$ cat src/rtl/medidor_faixa_pkg.sv
// State codes and default limits shared by the range-meter control unit and its top level.
package medidor_faixa_pkg;

   typedef enum logic [3:0] {
      INICIAL          = 4'd0,
      PREPARACAO       = 4'd1,
      MEDIR            = 4'd2,
      AGUARDA_MEDIDA   = 4'd3,
      TRANSMITE        = 4'd4,
      ESPERA_TX        = 4'd5,
      PROXIMO_CHAR     = 4'd6,
      FIM_TX           = 4'd7,
      ESPERA_INTERVALO = 4'd8,
      ACERTOU          = 4'd9,
      ERRO             = 4'd10
   } estado_t;

   localparam int MAX_TIMEOUTS_DEFAULT = 3;

endpackage

$ cat src/rtl/medidor_faixa_uc_if.sv
// Control/status bundle between the range-meter control unit (master) and its datapath (slave).
interface medidor_faixa_uc_if;
   logic       ligar;
   logic       pronto_medida;
   logic       pronto_tx;
   logic       is_ultimo_char;
   logic       fim_time;
   logic       acertou;

   logic       zera;
   logic       zera_char;
   logic       zera_time;
   logic       conta_time;
   logic       conta_prox_char;
   logic       mensurar;
   logic       partida_tx;
   logic       pronto;
   logic       erro;
   logic [3:0] db_estado;
   logic [1:0] db_timeouts;

   modport master (
      input  ligar, pronto_medida, pronto_tx, is_ultimo_char, fim_time, acertou,
      output zera, zera_char, zera_time, conta_time, conta_prox_char, mensurar,
             partida_tx, pronto, erro, db_estado, db_timeouts
   );

   modport slave (
      output ligar, pronto_medida, pronto_tx, is_ultimo_char, fim_time, acertou,
      input  zera, zera_char, zera_time, conta_time, conta_prox_char, mensurar,
             partida_tx, pronto, erro, db_estado, db_timeouts
   );
endinterface

$ cat src/rtl/medidor_faixa_uc.sv
// Moore control unit: measure, send the 4-char frame, wait the interval, stop on 3 s in range.
//
// state            | meaning
// INICIAL          | idle, waits for ligar
// PREPARACAO       | clears datapath, char selector, interval counter
// MEDIR            | starts a sensor measurement
// AGUARDA_MEDIDA   | waits for the echo or the 100 ms timeout
// TRANSMITE        | starts one serial character
// ESPERA_TX        | waits for the character to finish
// PROXIMO_CHAR     | advances the character selector
// FIM_TX           | frame sent, restarts the interval counter
// ESPERA_INTERVALO | waits for the interval, success or stop
// ACERTOU          | target held in range, waits for ligar low
// ERRO             | too many timeouts, waits for ligar low
module medidor_faixa_uc
   import medidor_faixa_pkg::*;
#(
   parameter int MAX_TIMEOUTS = MAX_TIMEOUTS_DEFAULT
) (
   input  logic               clock,
   input  logic               reset,
   medidor_faixa_uc_if.master uc
);

   localparam logic [1:0] MAX_T = 2'(MAX_TIMEOUTS);

   estado_t    estado_q, estado_d;
   logic [1:0] timeouts_q, timeouts_d;
   logic [1:0] timeouts_inc;

   always_ff @(posedge clock) begin
      if (reset) begin
         estado_q   <= INICIAL;
         timeouts_q <= 2'd0;
      end else begin
         estado_q   <= estado_d;
         timeouts_q <= timeouts_d;
      end
   end

   // saturating so the count never wraps past the limit
   assign timeouts_inc = (timeouts_q >= MAX_T) ? MAX_T : timeouts_q + 2'd1;

   always_comb begin
      estado_d   = estado_q;
      timeouts_d = timeouts_q;
      case (estado_q)
         INICIAL:          if (uc.ligar) estado_d = PREPARACAO;
         PREPARACAO: begin
            timeouts_d = 2'd0;
            estado_d   = MEDIR;
         end
         MEDIR:            estado_d = AGUARDA_MEDIDA;
         AGUARDA_MEDIDA: begin
            if (uc.pronto_medida) begin
               timeouts_d = 2'd0;
               estado_d   = TRANSMITE;
            end else if (uc.fim_time) begin
               timeouts_d = timeouts_inc;
               estado_d   = (timeouts_inc == MAX_T) ? ERRO : MEDIR;
            end
         end
         TRANSMITE:        estado_d = ESPERA_TX;
         ESPERA_TX: begin
            if (uc.pronto_tx) estado_d = uc.is_ultimo_char ? FIM_TX : PROXIMO_CHAR;
         end
         PROXIMO_CHAR:     estado_d = TRANSMITE;
         FIM_TX:           estado_d = ESPERA_INTERVALO;
         ESPERA_INTERVALO: begin
            if (uc.acertou)       estado_d = ACERTOU;
            else if (!uc.ligar)   estado_d = INICIAL;
            else if (uc.fim_time) estado_d = MEDIR;
         end
         ACERTOU:          if (!uc.ligar) estado_d = INICIAL;
         ERRO:             if (!uc.ligar) estado_d = INICIAL;
         default:          estado_d = INICIAL;
      endcase
   end

   always_comb begin
      uc.zera            = 1'b0;
      uc.zera_char       = 1'b0;
      uc.zera_time       = 1'b0;
      uc.conta_time      = 1'b0;
      uc.conta_prox_char = 1'b0;
      uc.mensurar        = 1'b0;
      uc.partida_tx      = 1'b0;
      uc.pronto          = 1'b0;
      uc.erro            = 1'b0;
      case (estado_q)
         PREPARACAO: begin
            uc.zera      = 1'b1;
            uc.zera_char = 1'b1;
            uc.zera_time = 1'b1;
         end
         MEDIR: begin
            uc.mensurar  = 1'b1;
            uc.zera_time = 1'b1;
         end
         AGUARDA_MEDIDA:   uc.conta_time      = 1'b1;
         TRANSMITE:        uc.partida_tx      = 1'b1;
         PROXIMO_CHAR:     uc.conta_prox_char = 1'b1;
         FIM_TX: begin
            uc.zera_char = 1'b1;
            uc.zera_time = 1'b1;
         end
         ESPERA_INTERVALO: uc.conta_time      = 1'b1;
         ACERTOU:          uc.pronto          = 1'b1;
         ERRO:             uc.erro            = 1'b1;
         default: ;
      endcase
   end

   assign uc.db_estado   = estado_q;
   assign uc.db_timeouts = timeouts_q;

endmodule

$ cat src/flat_wrapper.sv
// flat-port wrapper written by rule: the top's interface ports become plain ports
module medidor_faixa_uc_flat import medidor_faixa_pkg::*;
#(
   parameter int MAX_TIMEOUTS = MAX_TIMEOUTS_DEFAULT
)
  (clock, reset, uc_ligar, uc_pronto_medida, uc_pronto_tx, uc_is_ultimo_char, uc_fim_time, uc_acertou, uc_zera, uc_zera_char, uc_zera_time, uc_conta_time, uc_conta_prox_char, uc_mensurar, uc_partida_tx, uc_pronto, uc_erro, uc_db_estado, uc_db_timeouts);
  medidor_faixa_uc_if uc_i ();
  input  logic clock;
  input  logic reset;
  input wire logic [$bits(uc_i.ligar)-1:0] uc_ligar;
  input wire logic [$bits(uc_i.pronto_medida)-1:0] uc_pronto_medida;
  input wire logic [$bits(uc_i.pronto_tx)-1:0] uc_pronto_tx;
  input wire logic [$bits(uc_i.is_ultimo_char)-1:0] uc_is_ultimo_char;
  input wire logic [$bits(uc_i.fim_time)-1:0] uc_fim_time;
  input wire logic [$bits(uc_i.acertou)-1:0] uc_acertou;
  output wire logic [$bits(uc_i.zera)-1:0] uc_zera;
  output wire logic [$bits(uc_i.zera_char)-1:0] uc_zera_char;
  output wire logic [$bits(uc_i.zera_time)-1:0] uc_zera_time;
  output wire logic [$bits(uc_i.conta_time)-1:0] uc_conta_time;
  output wire logic [$bits(uc_i.conta_prox_char)-1:0] uc_conta_prox_char;
  output wire logic [$bits(uc_i.mensurar)-1:0] uc_mensurar;
  output wire logic [$bits(uc_i.partida_tx)-1:0] uc_partida_tx;
  output wire logic [$bits(uc_i.pronto)-1:0] uc_pronto;
  output wire logic [$bits(uc_i.erro)-1:0] uc_erro;
  output wire logic [$bits(uc_i.db_estado)-1:0] uc_db_estado;
  output wire logic [$bits(uc_i.db_timeouts)-1:0] uc_db_timeouts;
  assign uc_i.ligar = uc_ligar;
  assign uc_i.pronto_medida = uc_pronto_medida;
  assign uc_i.pronto_tx = uc_pronto_tx;
  assign uc_i.is_ultimo_char = uc_is_ultimo_char;
  assign uc_i.fim_time = uc_fim_time;
  assign uc_i.acertou = uc_acertou;
  assign uc_zera = uc_i.zera;
  assign uc_zera_char = uc_i.zera_char;
  assign uc_zera_time = uc_i.zera_time;
  assign uc_conta_time = uc_i.conta_time;
  assign uc_conta_prox_char = uc_i.conta_prox_char;
  assign uc_mensurar = uc_i.mensurar;
  assign uc_partida_tx = uc_i.partida_tx;
  assign uc_pronto = uc_i.pronto;
  assign uc_erro = uc_i.erro;
  assign uc_db_estado = uc_i.db_estado;
  assign uc_db_timeouts = uc_i.db_timeouts;
  medidor_faixa_uc #(.MAX_TIMEOUTS(MAX_TIMEOUTS)) u_core (.clock(clock), .reset(reset), .uc(uc_i));
endmodule
$ cat config.mk
export PLATFORM = sky130hd
export DESIGN_NAME = medidor_faixa_uc_flat
export DESIGN_NICKNAME = d
export VERILOG_FILES = /design/src/rtl/medidor_faixa_pkg.sv /design/src/rtl/medidor_faixa_uc_if.sv /design/src/rtl/medidor_faixa_uc.sv /design/src/flat_wrapper.sv
export SDC_FILE = /design/constraint.sdc
export NUM_CORES = 1
export LEC_CHECK = 0
export ABC_AREA = 1
export CORE_AREA = 2 2 39 41
export CTS_BUF_LIST = sky130_fd_sc_hd__clkbuf_4 sky130_fd_sc_hd__clkbuf_8
export CTS_CLUSTER_SIZE = 25
export DETAILED_ROUTE_END_ITERATION = 8
export DIE_AREA = 0 0 41 43
export PLACE_DENSITY = 0.81
export SLEW_MARGIN = 20
export SYNTH_ARGS = -nofsm -noshare
export SYNTH_HDL_FRONTEND = slang
export SYNTH_SLANG_ARGS = --single-unit
$ cat constraint.sdc
create_clock -name clock -period 1.97 [get_ports clock]
set_input_delay 0.2955 -clock clock [delete_from_list [all_inputs] [get_ports clock]]
set_output_delay 0.2955 -clock clock [all_outputs]
set_load 0.02 [all_outputs]
## Yosys cells after proc, flatten, opt, wreduce, memory -nomap -nowiden

Cells that the tools add are included.

| cells by class | value |
|---|---|
| equal/unequal tests | 16 |
| $lt $le $gt $ge | 1 |
| reduce and logical (&&, ||, !) cells | 8 |
| mux-type cells | 24 |
| add/sub/neg operators | 1 |

Operators with widths:

| operator | number |
|---|---|
| $pmux 4 s10 | 1 |
| $mux 4 | 9 |
| $eq 4x3->1 const B | 4 |
| $eq 4x4->1 const B | 3 |
| $mux 1 | 10 |
| $eq 4x2->1 const B | 2 |
| $mux 2 | 3 |
| $ne 2x2->1 const B | 3 |
| $reduce_or 2->1 | 3 |
| $reduce_and 5->1 | 1 |
| $eq 4x1->1 const B | 1 |
| $logic_not 4->1 | 1 |
| $ne 4x4->1 const B | 1 |
| $pmux 2 s2 | 1 |
| $ne 3x3->1 const B | 1 |
| $reduce_or 3->1 | 1 |
| $add 2x1->2 const B | 1 |
| $eq 2x2->1 const B | 1 |
| $ge 2x2->1 const B | 1 |
| $reduce_and 2->1 | 1 |
| $reduce_bool 2->1 | 1 |

| word-level totals | value |
|---|---|
| logic and storage cells | 52 |
| input port bits | 8 |
| register bits | 6 |
| output and inout bits | 15 |

## Longest topological paths before layout

| logic depth | value |
|---|---|
| word-level depth | 7 |
| mapped depth | 9 |

## Least setup slack after synthesis

Ideal clock, no wire load.

| timing | value |
|---|---|
| path kind | reg2out |
| start point | register u_core.estado_q[1], in the netlist u_core.uc.db_estado[1] |
| end point | output uc_zera_time |
| arrival time | 1.307 ns |
| required time | 1.674 ns |
| setup slack | 0.368 ns |
| cell stages (with the launch flop) | 4 |
| cells stage by stage | dfxtp_1 -> nand2_1 -> nor2_1 -> or2_2 |

| between the ends | value |
|---|---|
| word-level cells in the longest chain between the ends | 3 |
| elaborated cells between the ends (all ways) | 5 |
| those cells by class | eq/ne: 3; mux: 1; reduce/logical: 1 |

Ends and longest elaborated chain:

| item | RTL line | RTL |
|---|---|---|
| start: declaration | medidor_faixa_uc.sv:27 | `estado_t estado_q, estado_d;` |
| start signal: assignment | medidor_faixa_uc.sv:36 | `estado_q <= estado_d;` |
| $eq 4x1->1, or another cell as far along | medidor_faixa_uc.sv:90 | `case (estado_q)` |
| $reduce_or 3->1 (no source line) * | n/a |  |
| $mux 1 * | medidor_faixa_uc.sv:90 |  |
| end: declaration | flat_wrapper.sv:18 | `output wire logic [$bits(uc_i.zera_time)-1:0] uc_zera_time;` |

Every way passes the cells marked *; elsewhere a longest branch is shown, timed or not.

## Final worst setup path

| timing | value |
|---|---|
| start point | register u_core.estado_q[1], in the netlist u_core.uc.db_estado[1] |
| end point | output uc_erro |

| between the ends | value |
|---|---|
| word-level cells in the longest chain between the ends | 2 |

Ends and longest elaborated chain:

| item | RTL line | RTL |
|---|---|---|
| $eq 4x4->1 | medidor_faixa_uc.sv:90 |  |
| $mux 1 | medidor_faixa_uc.sv:90 |  |
| end: declaration | flat_wrapper.sv:24 | `output wire logic [$bits(uc_i.erro)-1:0] uc_erro;` |

Every way passes these cells.

==> summary by stage <==
Global route
For met1 alone, demand over resource in global routing was 22.08%. The met3 track demand over resource in global routing is 5.236%. The pin count of the biggest net entering global routing is 7. After global routing the overflow that remains totals 0. The layer flagged by global routing as most heavily used is met2. The total track usage is 18.93%. The number of antenna violations at the first check in global routing came to 0. The number of global-route vias before repair is 533.

Global routing consumed, on the met2 layer, 27.81% of the routing resources. The first-pass GRT wire length is 2187 µm.

Routing
Before antenna repair, the detailed router went through 4 iterations. The routed length per placed instance is 10.10 µm. The number of DRC markers after the initial detailed-route iteration is 5. The total via count after detailed routing is 589. The detailed-route wire length is 1273 µm. The count of nets left with antenna violations once routing finished came out at 0. After detailed routing, the number of vias per cell comes to 4.675. The number of DRC violations after detailed routing is 0.

Run status
The run finished with clean final reports.

Final layout
The most common cell after layout, fill and taps aside is nand2_1. Leaving out fill and tap cells, the most frequent cells in the layout are nand2_1 (22), nor2_1 (16), clkdlybuf4s50_1 (15). For this run, the post-layout net count is 120.

In the final layout, the share of cells above drive strength 1 is 16.36%. Relative to the synthesized area, the layout overhead comes to 55.64%. The final antenna diode count is 0.

Synthesis
The cell count after synthesis came out at 84. After synthesis, flip-flops and latches occupy 25.20% of the total area. The summed instance area of the synthesized netlist is 476.7 µm². The number of nets in the synthesized netlist is 92. The number of warnings issued by yosys is 0.

The netlist uses 16 different library cells. Counting flops and latches in the post-synthesis netlist gives 6. The average cell area after synthesis is 5.675 µm².

Clock tree
The buffer depth of the longest clock path is 2. TritonCTS built the clock tree. The CTS H-tree depth is 1. The clock insertion delay at the later pin of the skew report is 0.25 ns. The number of buffers inserted during clock tree synthesis is 3. The quantity of hold-fixing buffers added after cts is 0. CTS placed an instance of clkbuf_4 at the clock tree root. For this design, the sink count on the clock tree is 6. Clock-pin slew was measured on the worst setup and hold paths at 0.05 ns.

Placement
At the placement stage, the worst setup path has a slack of 0.08410 ns. The number of I/O port buffers is 22. The half-perimeter wire length after detailed placement is 1084 µm. At the end of routability-driven placement, the weighted congestion stood at 0.8713.

STA
Timing would allow up to 0.5349 GHz. Setup total negative slack on the finished layout was measured at 0 ns. The final number of setup-violating endpoints is 0.

The final worst-path setup slack is 0.1005 ns. The final clock skew is 0.0005570 ns. The count of final max-slew check failures is 0. The part of the cycle the worst path needs is 94.90%. Headroom to the max-slew limit came out at 84.29%. The transition at the pin with the smallest max-transition slack is 0.2349 ns. The post-layout minimum cycle time is 1.870 ns. Setup repair after global routing left no endpoint under its margin.

The final number of hold-violating endpoints is 0.

Critical path
The type of origin of the critical path is a register. The critical path is of the reg2out type. Along the worst path, the maximum fanout reaches 6. The largest stage delay on the critical path is 0.62 ns. The signal on the critical path passes through nand2_1 -> nor2_1 -> clkdlybuf4s50_1. At the worst endpoint, the required time is 1.67 ns. Together, buffers and inverters on the worst path number 1. The cell family contributing the most delay on the critical path is buffers and inverters.

The endpoint arrival time on the critical path is 1.57 ns. The critical path's slowest cell is clkdlybuf4s50_1. The critical path endpoint category is an output port.

Pwr
The worst vdd rail ir drop is 0.6082 mV. The total leakage power is 0.0003943 µW. The power consumption is 1065 µW. In this run the power density over the cells is 1436 nW/µm².

Floorplanning
In this run the count of I/O pins placed on the die edge is 23. Measured along the y axis, the die boundary spans 43 µm. The total number of placement rows is 14. The overall die width is 41 µm. The die covers 1763 µm². The area of the core region is 1384 µm². The initial core utilization is 34.45%.

Run
The count of max-cap constraint violations is 0.

Min path
The type of the worst min-delay path is reg2reg.
-- synthesized netlist by cell type, drive strengths merged --
cell | n | area (µm²)
or2 | 1 | 6.260
dfxtp | 6 | 120.1
nor3 | 1 | 5.000
o21ai | 2 | 13.76
inv | 15 | 56.31
nand3 | 9 | 55.05
a21oi | 5 | 25.02
nand2 | 22 | 82.58
nand3b | 1 | 11.26
nor2 | 21 | 93.84
o211ai | 1 | 7.510
-- tightest hold or removal path, cell delays in order (launching register included) --
cell,delay (ns)
dfxtp_1,0.33
nor2_1,0.11
nor3_1,0.05
-- logic make-up after synthesis --
kind of cell | share of synthesized area, %
AO/OA/AOI/OAI | 9.710
buffers and inverters | 11.81
flip-flops | 25.20
AND/OR/NAND/NOR | 53.28
-- path summary, 6_finish.rpt --
kind                              end                     start  depth (start not counted)  slack [ns]
max reg2reg    u_core.uc.db_estado[3]    u_core.uc.db_estado[2]                         10        0.63
min reg2reg  u_core.uc.db_timeouts[0]  u_core.uc.db_timeouts[1]                          2        0.53
min          u_core.uc.db_timeouts[0]  u_core.uc.db_timeouts[1]                          2        0.53
max                           uc_erro    u_core.uc.db_estado[1]                          3        0.10
-- registers in the layout, indices dropped and copies added (netlist names) --
name                   count
u_core.uc.db_timeouts      2
u_core.uc.db_estado        4
-- power by group --
part           total, µW  switching [µW]  internal [µW]
clock                117            48.2           69.2
combinational        725             446            279
sequential           223            57.7            166
total               1070             551            514
-- final cells by class --
type                            count  area [µm²]
Timing Repair Buffer               23       219.0
Inverter                           15       56.30
Multi-Input combinational cell     63       302.8
Fill cell                         153       641.9
Sequential cell                     6       121.4
Clock buffer                        3       22.52
Tap cell                           16       20.02
-- metal layers --
| layer | vias up | routed length, µm |
|---|---|---|
| met5 | - | 0 |
| met4 | 0 | 41 |
| met3 | 5 | 80 |
| met2 | 17 | 621 |
| met1 | 255 | 528 |
| li1 | 312 | - |
-- what timing repair did --
action                                  4_1_cts  5_1_grt
endpoints found under the setup margin        6        4
hold endpoints to repair                      0        0
resized for setup                             7        4
buffers inserted                              0        0
cloned                                        0        0
-- stage by stage --
step                util (%)  cells  instance area [µm²]  hold slack [ns]
floorplan                  -     84                476.7           0.3646
global placement       52.35    123                724.4           0.5077
detailed placement     52.35    123                724.4           0.5215
CTS                    53.62    126                742.0           0.5305
global route           53.62    126                742.0           0.5778
finish                 53.62    126                742.0           0.5306
Power figures use the tool's default switching activity.
